<file path="src/rtl/signed_seq_divider_if.sv">
// Operand/result bundle for the sequential signed divider.
interface signed_seq_divider_if #(parameter int N = 8);
  logic             start;
  logic [2*N-1:0]   dividend;
  logic [N-1:0]     divisor;
  logic             busy;
  logic             done;
  logic [N-1:0]     quotient;
  logic [N-1:0]     remainder;
  logic             ovf;
  logic             dbz;

  modport master (
    output start, dividend, divisor,
    input  busy, done, quotient, remainder, ovf, dbz
  );

  modport slave (
    input  start, dividend, divisor,
    output busy, done, quotient, remainder, ovf, dbz
  );
endinterface

</file>
<file path="src/rtl/signed_seq_divider.sv">
// Restoring signed divider: 2N-bit dividend / N-bit divisor, one quotient bit per clock.
// Quotient truncates toward zero and saturates on overflow; remainder takes the dividend's sign.
module signed_seq_divider #(
  parameter int N = 8
) (
  input logic                 clk,
  input logic                 rst,
  signed_seq_divider_if.slave bus
);
  localparam int CW = $clog2(2*N+1);
  localparam logic [2*N-1:0] QPOS = {{(N+1){1'b0}}, {(N-1){1'b1}}};
  localparam logic [2*N-1:0] QNEG = {{N{1'b0}}, 1'b1, {(N-1){1'b0}}};
  localparam logic [N-1:0]   MAXV = {1'b0, {(N-1){1'b1}}};
  localparam logic [N-1:0]   MINV = {1'b1, {(N-1){1'b0}}};

  typedef enum logic [1:0] {IDLE, DIV, FIX} state_t;

  state_t          state;
  logic [N-1:0]    pr;
  logic [2*N-1:0]  dq;
  logic [N-1:0]    dvs;
  logic [CW-1:0]   cnt;
  logic            sign_q;
  logic            sign_r;
  logic            zdiv;

  logic [2*N-1:0]  a_mag;
  logic [N-1:0]    b_mag;
  logic [N:0]      shifted;
  logic [N-1:0]    diffv;
  logic            ge;
  logic            q_ovf;
  logic [N-1:0]    q_fix;
  logic [N-1:0]    r_fix;

  // pr stays below |divisor| <= 2^(N-1), so N bits hold it and the shifted
  // value needs only one extra bit; the subtraction result always fits N bits.
  always_comb begin
    a_mag   = bus.dividend[2*N-1] ? -bus.dividend : bus.dividend;
    b_mag   = bus.divisor[N-1] ? -bus.divisor : bus.divisor;
    shifted = {pr, dq[2*N-1]};
    ge      = shifted >= {1'b0, dvs};
    diffv   = shifted[N-1:0] - dvs;
    q_ovf   = sign_q ? (dq > QNEG) : (dq > QPOS);
    q_fix   = q_ovf ? (sign_q ? MINV : MAXV)
                    : (sign_q ? -dq[N-1:0] : dq[N-1:0]);
    r_fix   = sign_r ? -pr : pr;
  end

  always_ff @(posedge clk) begin
    if (rst) begin
      state         <= IDLE;
      bus.busy      <= 1'b0;
      bus.done      <= 1'b0;
      bus.quotient  <= '0;
      bus.remainder <= '0;
      bus.ovf       <= 1'b0;
      bus.dbz       <= 1'b0;
      pr            <= '0;
      dq            <= '0;
      dvs           <= '0;
      cnt           <= '0;
      sign_q        <= 1'b0;
      sign_r        <= 1'b0;
      zdiv          <= 1'b0;
    end else begin
      bus.done <= 1'b0;
      case (state)
        IDLE: begin
          if (bus.start) begin
            dq       <= a_mag;
            dvs      <= b_mag;
            pr       <= '0;
            sign_q   <= bus.dividend[2*N-1] ^ bus.divisor[N-1];
            sign_r   <= bus.dividend[2*N-1];
            zdiv     <= (bus.divisor == '0);
            // A zero divisor spends a single DIV slot so its result lands two edges after start.
            cnt      <= (bus.divisor == '0) ? CW'(1) : CW'(2*N);
            state    <= DIV;
            bus.busy <= 1'b1;
          end
        end
        DIV: begin
          pr  <= ge ? diffv : shifted[N-1:0];
          dq  <= {dq[2*N-2:0], ge};
          cnt <= cnt - 1'b1;
          if (cnt == CW'(1)) state <= FIX;
        end
        FIX: begin
          if (zdiv) begin
            bus.quotient  <= '0;
            bus.remainder <= '0;
            bus.ovf       <= 1'b0;
            bus.dbz       <= 1'b1;
          end else begin
            bus.quotient  <= q_fix;
            bus.remainder <= r_fix;
            bus.ovf       <= q_ovf;
            bus.dbz       <= 1'b0;
          end
          bus.done <= 1'b1;
          bus.busy <= 1'b0;
          state    <= IDLE;
        end
        default: state <= IDLE;
      endcase
    end
  end
endmodule

</file>
<file path="src/flat_wrapper.sv">
// flat-port wrapper written by rule: the top's interface ports become plain ports
module signed_seq_divider_flat 
#(
  parameter int N = 8
)
  (clk, rst, bus_start, bus_dividend, bus_divisor, bus_busy, bus_done, bus_quotient, bus_remainder, bus_ovf, bus_dbz);
  signed_seq_divider_if #(.N(N)) bus_i ();
  input logic clk;
  input logic rst;
  input wire logic [$bits(bus_i.start)-1:0] bus_start;
  input wire logic [$bits(bus_i.dividend)-1:0] bus_dividend;
  input wire logic [$bits(bus_i.divisor)-1:0] bus_divisor;
  output wire logic [$bits(bus_i.busy)-1:0] bus_busy;
  output wire logic [$bits(bus_i.done)-1:0] bus_done;
  output wire logic [$bits(bus_i.quotient)-1:0] bus_quotient;
  output wire logic [$bits(bus_i.remainder)-1:0] bus_remainder;
  output wire logic [$bits(bus_i.ovf)-1:0] bus_ovf;
  output wire logic [$bits(bus_i.dbz)-1:0] bus_dbz;
  assign bus_i.start = bus_start;
  assign bus_i.dividend = bus_dividend;
  assign bus_i.divisor = bus_divisor;
  assign bus_busy = bus_i.busy;
  assign bus_done = bus_i.done;
  assign bus_quotient = bus_i.quotient;
  assign bus_remainder = bus_i.remainder;
  assign bus_ovf = bus_i.ovf;
  assign bus_dbz = bus_i.dbz;
  signed_seq_divider #(.N(N)) u_core (.clk(clk), .rst(rst), .bus(bus_i));
endmodule
</file>
<file path="config.mk">
export PLATFORM = sky130hd
export DESIGN_NAME = signed_seq_divider_flat
export DESIGN_NICKNAME = d
export VERILOG_FILES = /design/src/rtl/signed_seq_divider_if.sv /design/src/rtl/signed_seq_divider.sv /design/src/flat_wrapper.sv
export SDC_FILE = /design/constraint.sdc
export NUM_CORES = 1
export LEC_CHECK = 0
export ABC_AREA = 1
export BUFFER_PORTS_ARGS = -buffer_cell sky130_fd_sc_hd__buf_2
export CAP_MARGIN = 20
export CORE_AREA = 2 2 130 132
export CTS_CLUSTER_DIAMETER = 30
export DETAILED_ROUTE_END_ITERATION = 10
export DIE_AREA = 0 0 132 134
export HOLD_SLACK_MARGIN = 0.1
export PLACE_DENSITY = 0.45
export SETUP_SLACK_MARGIN = 0.4
export SLEW_MARGIN = 20
export SYNTH_ARGS = -nofsm -noshare
export SYNTH_HDL_FRONTEND = slang
export SYNTH_SLANG_ARGS = --single-unit
</file>
<file path="constraint.sdc">
create_clock -name clk -period 1.59 [get_ports clk]
set_input_delay 0.318 -clock clk [delete_from_list [all_inputs] [get_ports clk]]
set_output_delay 0.318 -clock clk [all_outputs]
set_load 0.01 [all_outputs]
</file>
# Yosys cells after proc, flatten, opt, wreduce, memory -nomap -nowiden
# Index checks and enable logic that the tools add are counted.
# W data, S select, Z words.
[totals]
inputBits = 27
output_inout_bits = 20
ff_bits = 62
[op_classes]
muxes = 25
n_reduce_logical = 8
bitwise = 1
eq_ne = 5
addsub = 6
n_lt_le_gt_ge = 3
[ops]
columns = ["cell", "count"]
rows = [
  ["$mux W8", 9],
  ["$mux W16", 2],
  ["$pmux W16 S2", 1],
  ["$neg A8 Y8", 3],
  ["$gt A16 B7 Y1 const B", 1],
  ["$gt A16 B8 Y1 const B", 1],
  ["$neg A16 Y16", 1],
  ["$pmux W8 S2", 1],
  ["$mux W5", 2],
  ["$pmux W5 S2", 1],
  ["$ge A9 B8 Y1", 1],
  ["$logic_not A8 Y1", 1],
  ["$reduce_and A2 Y1", 4],
  ["$sub A8 B8 Y8", 1],
  ["$eq A5 B1 Y1 const B", 1],
  ["$mux W1", 5],
  ["$sub A5 B1 Y5 const B", 1],
  ["$mux W2", 2],
  ["$pmux W2 S2", 1],
  ["$reduce_bool A2 Y1", 2],
  ["$eq A2 B1 Y1 const B", 1],
  ["$eq A2 B2 Y1 const B", 1],
  ["$logic_not A2 Y1", 1],
  ["$ne A2 B1 Y1 const B", 1],
  ["other kinds (3)", 3],
]

# Depth between registers and ports, before layout
[logic_depth]
word_depth = 4
depth_mapped = 13
ltp_nobuf = 13

# Least setup slack after synthesis
# No wires, ideal clock.
[synth_timing]
kind = "flip-flop to flip-flop"
from = "reg u_core.dq[15]"
to = "reg u_core.pr[4]"
setup_time_ns = 0.116
arrival_ns = 1.458
setup_slack_ns = 0.016
path_stages_with_launch = 10
synth_period_minus_slack_ns = 1.574
path_cell_list = "dfxtp_1 > inv_2 > ha_1 > inv_1 > fa_1 > a21oi_1 > xor2_1 > nand2_1 > nand3_1 > a21oi_1"
[synth_via]
elab_chain_cells = 3
elab_cells_between_ends = 4
cone_classes = "add/sub (1); order compare (1); mux (2)"
[synth_lines]
columns = ["element", "line", "text"]
rows = [
  ["start, declared", "signed_seq_divider.sv:20", "logic [2*N-1:0] dq;"],
  ["start signal, assigned", "signed_seq_divider.sv:71", "dq <= a_mag;"],
  ["start signal, assigned", "signed_seq_divider.sv:85", "dq <= {dq[2*N-2:0], ge};"],
  ["$sub A8 B8 Y8 or $ge A9 B8 Y1 (tied branches)", "signed_seq_divider.sv:43, signed_seq_divider.sv:42", ""],
  ["$mux W8 *", "signed_seq_divider.sv:84", "pr <= ge ? diffv : shifted[N-1:0];"],
  ["$pmux W8 S2 *", "signed_seq_divider.sv:68", "case (state)"],
  ["end signal, assigned", "signed_seq_divider.sv:84", ""],
  ["end, declared", "signed_seq_divider.sv:19", "logic [N-1:0] pr;"],
]
# Mark *: on every way between the ends. The rest lies on a longest branch, timed or not.
# A chain may end at the register's enable or synchronous reset.

# Final worst setup path
# Same ends and word-level chain as after synthesis.

==> out/results.tsv <==
metric	value	unit
Pwr Density	1430	mW/mm²
fmax	617	MHz
reg-to-reg startpoint	u_core.dq[15]	
r2r worst-path depth	9	
largest net degree at the start of global routing	31	
WHS Path Cells	3	
worst vdd ir	0.646	mV
share of the synthesized area in the top cell type	31.0	%
Starting Density	24.6	%
die width	132	µm
top_reg_cell synth	dfxtp_1	
area grow syn2layout	56.7	%
slew at the pin with the worst max-slew slack	567	ps
drc violations	0	
Int Power	5360	µW
slowest cell on the critical path	fa_2	
die area	0.0177	mm²
clock power share	23.7	%
final worst path period need	1620	ps
vias in the first global route	3959	
share of cells above drive strength 1	47.9	%
# diodes	0	
CORE AREA	0.0163	mm²
H-tree levels	3	
Worst Skew	8.62	ps
status	finished, violations left	
Synth Area in XOR/XNOR	2.85	%
nets	739	
failing checks	negative setup slack	
largest family of logic cells by synthesized area	simple AND/OR/NAND/NOR gates	
Post-Syn Nets	633	
footprint of the multi-input gates	0.00308	mm²
CP Launch Point	u_core.dq[15]	
vias per cell	4.58	
max-cap violations	0	
Seq pwr share	22.0	%
grt total ovfl	0	
drt total wl	12.4	mm
cts bufs inserted	9	
most area-consuming cells after synthesis	dfxtp_1 (31%), nand2_1 (13%), nand3_1 (8.9%)	
first-pass iteration count of the detailed router	4	
Clock Latency Late Sink	340	ps
simple-gate area share of the yosys netlist	36.0	%
startpoint types	flip-flop	
final slew viol count	0	
first-pass GRT wire length	19.1	mm
area occupied by registers	0.00128	mm²
Port Buffers	46	
Leak	0.00269	µW
commonest non-fill, non-tap cell in the layout	nand2_1	
row cnt	47	
async set-or-reset flop fraction in the synthesized netlist	0	%
final worst slack	-30.0	ps
Comb power frac	54.3	%
pre-CTS WS	-25.1	ps
Mapped Area	0.00400	mm²
critical-path cell list	inv_2 -> ha_4 -> inv_4 -> fa_2 -> a21oi_2 -> xor2_1 -> nand2_1 -> nand3_1 -> a21oi_1	
worst path arrival time	1830	ps
TritonCTS Sinks	62	
Crit path largest cell delay	390	ps
RSZ-0062 raised after global routing	yes	
Mean Syn Cell Area	6.77	µm²
yosys warns	0	
gr usage total	13.4	%
Hold Vio Cnt, Final	0	
CP endpoint kind	flip-flop	
Worst Hold Slack	259	ps
DP HPWL	8.63	mm
Crit path required time	1800	ps
Relative slew margins	62.2	%
commonest cells after routing, fill and taps aside	nand2_1 (98), inv_1 (48), buf_2 (46)	
post-synthesis mux area share	0	%
Psw	3610	µW
Post-DRT Antenna Nets	0	
wire per inst	13.4	µm
Die Height	134	µm
Tcrit/Tclk final	102	%
CP Max Fanout	3	
post-synthesis sequential area ratio	31.0	%
post-synth cell types	41	
CTS tree	done	
fillers	1707	
post-synthesis register bit count	62	
switching part of the total	40.3	%
Max Root-Sink Buffers	2	
# IOs	47	
area leader, netlist	dfxtp_1	
DR iter-0 viols	153	
adder-cell share of the synthesized area	4.88	%
Final Wtd Congestion	0.856	
Setup CP Type	reg2reg	
Compound-Gate Fraction of Synth Area	14.0	%
hold crit path type	in2reg	
Setup-failing EPs final	2	
root buffer cell	clkbuf_16	
initial antenna violation count	0	
via count	4222	
Worst Hold Launch	bus_divisor[0]	
clk slew on worst S/H paths	50	ps
number of flops mapped to enable cells by yosys	0	
Syn Inst Count	591	
## area by class of cell
cell class / instances / area share, %
clock inverters: 6 / 1.38
repair buffers: 112 / 15.1
well taps: 220 / 4.39
inverters: 84 / 6.05
clock buffers: 10 / 3.65
flip-flops and latches: 62 / 20.4
multi-input cells: 428 / 49.1
## worst paths after layout
| kind | endpoint | slack, ps |
|---|---|---|
| max | u_core.pr[4] | -30 |
| min | u_core.dvs[0] | 260 |
| max reg2reg | u_core.pr[4] | -30 |
| min reg2reg | u_core.bus.remainder[7] | 460 |
## worst max-delay path: cells and delay by family, from the launching register on
kind | cells | cell delay, ps
compound gates | 2 | 220
xor+xnor | 1 | 200
fa+ha+maj | 2 | 520
buf+inv | 2 | 90
flops | 1 | 300
simple gates | 2 | 150
## power groups by stage
stage	Clock, µW	Combinational (µW)	Sequential [µW]
final	2120	4870	1970
after global routing	2260	5360	1990
after CTS	2190	3880	1960
after detailed placement	0	3340	1970
after global placement	0	3310	1970
after floorplan	0	2600	1940
## layer usage
layer | global-route usage [%] | share of wire [%] | wire (µm)
met2 | 22.8 | 51 | 6350
met1 | 16.5 | 43 | 5360
met5 | 0 | 0 | 0
met4 | 4.95 | 1.8 | 221
met3 | 3.10 | 3.4 | 416
## synthesized netlist by cell type (7+ instances only)
master,n
a21oi_1,44
nand2_2,11
o21ai_0,25
dfxtp_1,62
ha_1,14
nand4_1,7
nor2_1,48
inv_1,71
nand3_1,71
buf_2,8
inv_2,13
nand2_1,135
xor2_1,10
## stage by stage
step / cell area [µm²] / TNS [ps] / std cells / utilization (%) / total power, µW
after floorplan: 4260 / 0 / 591 / - / 4540
after global placement: 4800 / -26.6 / 857 / 29.5 / 5290
after detailed placement: 4800 / -41.2 / 857 / 29.5 / 5310
after CTS: 5500 / 0 / 892 / 33.8 / 8030
after global routing: 6270 / -751 / 922 / 38.5 / 9610
final: 6270 / -45.7 / 922 / 38.5 / 8970
## registers in the layout, indices dropped and copies added, names as in the netlist
register,count
u_core.bus.ovf,1
u_core.cnt,5
u_core.bus.busy,1
u_core.bus.dbz,1
u_core.bus.quotient,8
u_core.bus.done,1
u_core.sign_q,1
u_core.dq,16
u_core.state,2
u_core.zdiv,1
u_core.dvs,8
u_core.pr,8
u_core.sign_r,1
u_core.bus.remainder,8
## kinds of logic (layout without fill, tap and decap cells)
| family | count (synthesis) | count (layout) |
|---|---|---|
| compound gates | 97 | 97 |
| xor+xnor | 13 | 13 |
| fa+ha+maj | 15 | 15 |
| buf+inv | 102 | 212 |
| flops | 62 | 62 |
| simple gates | 302 | 303 |
## what timing repair did
item	in CTS	in global routing
setup buffers	19	27
resized for setup	64	138
endpoints found under the setup margin	50	56
hold buffers	0	0
cloned	0	3
pin swaps	34	52
(Power assumes the default switching activity.)
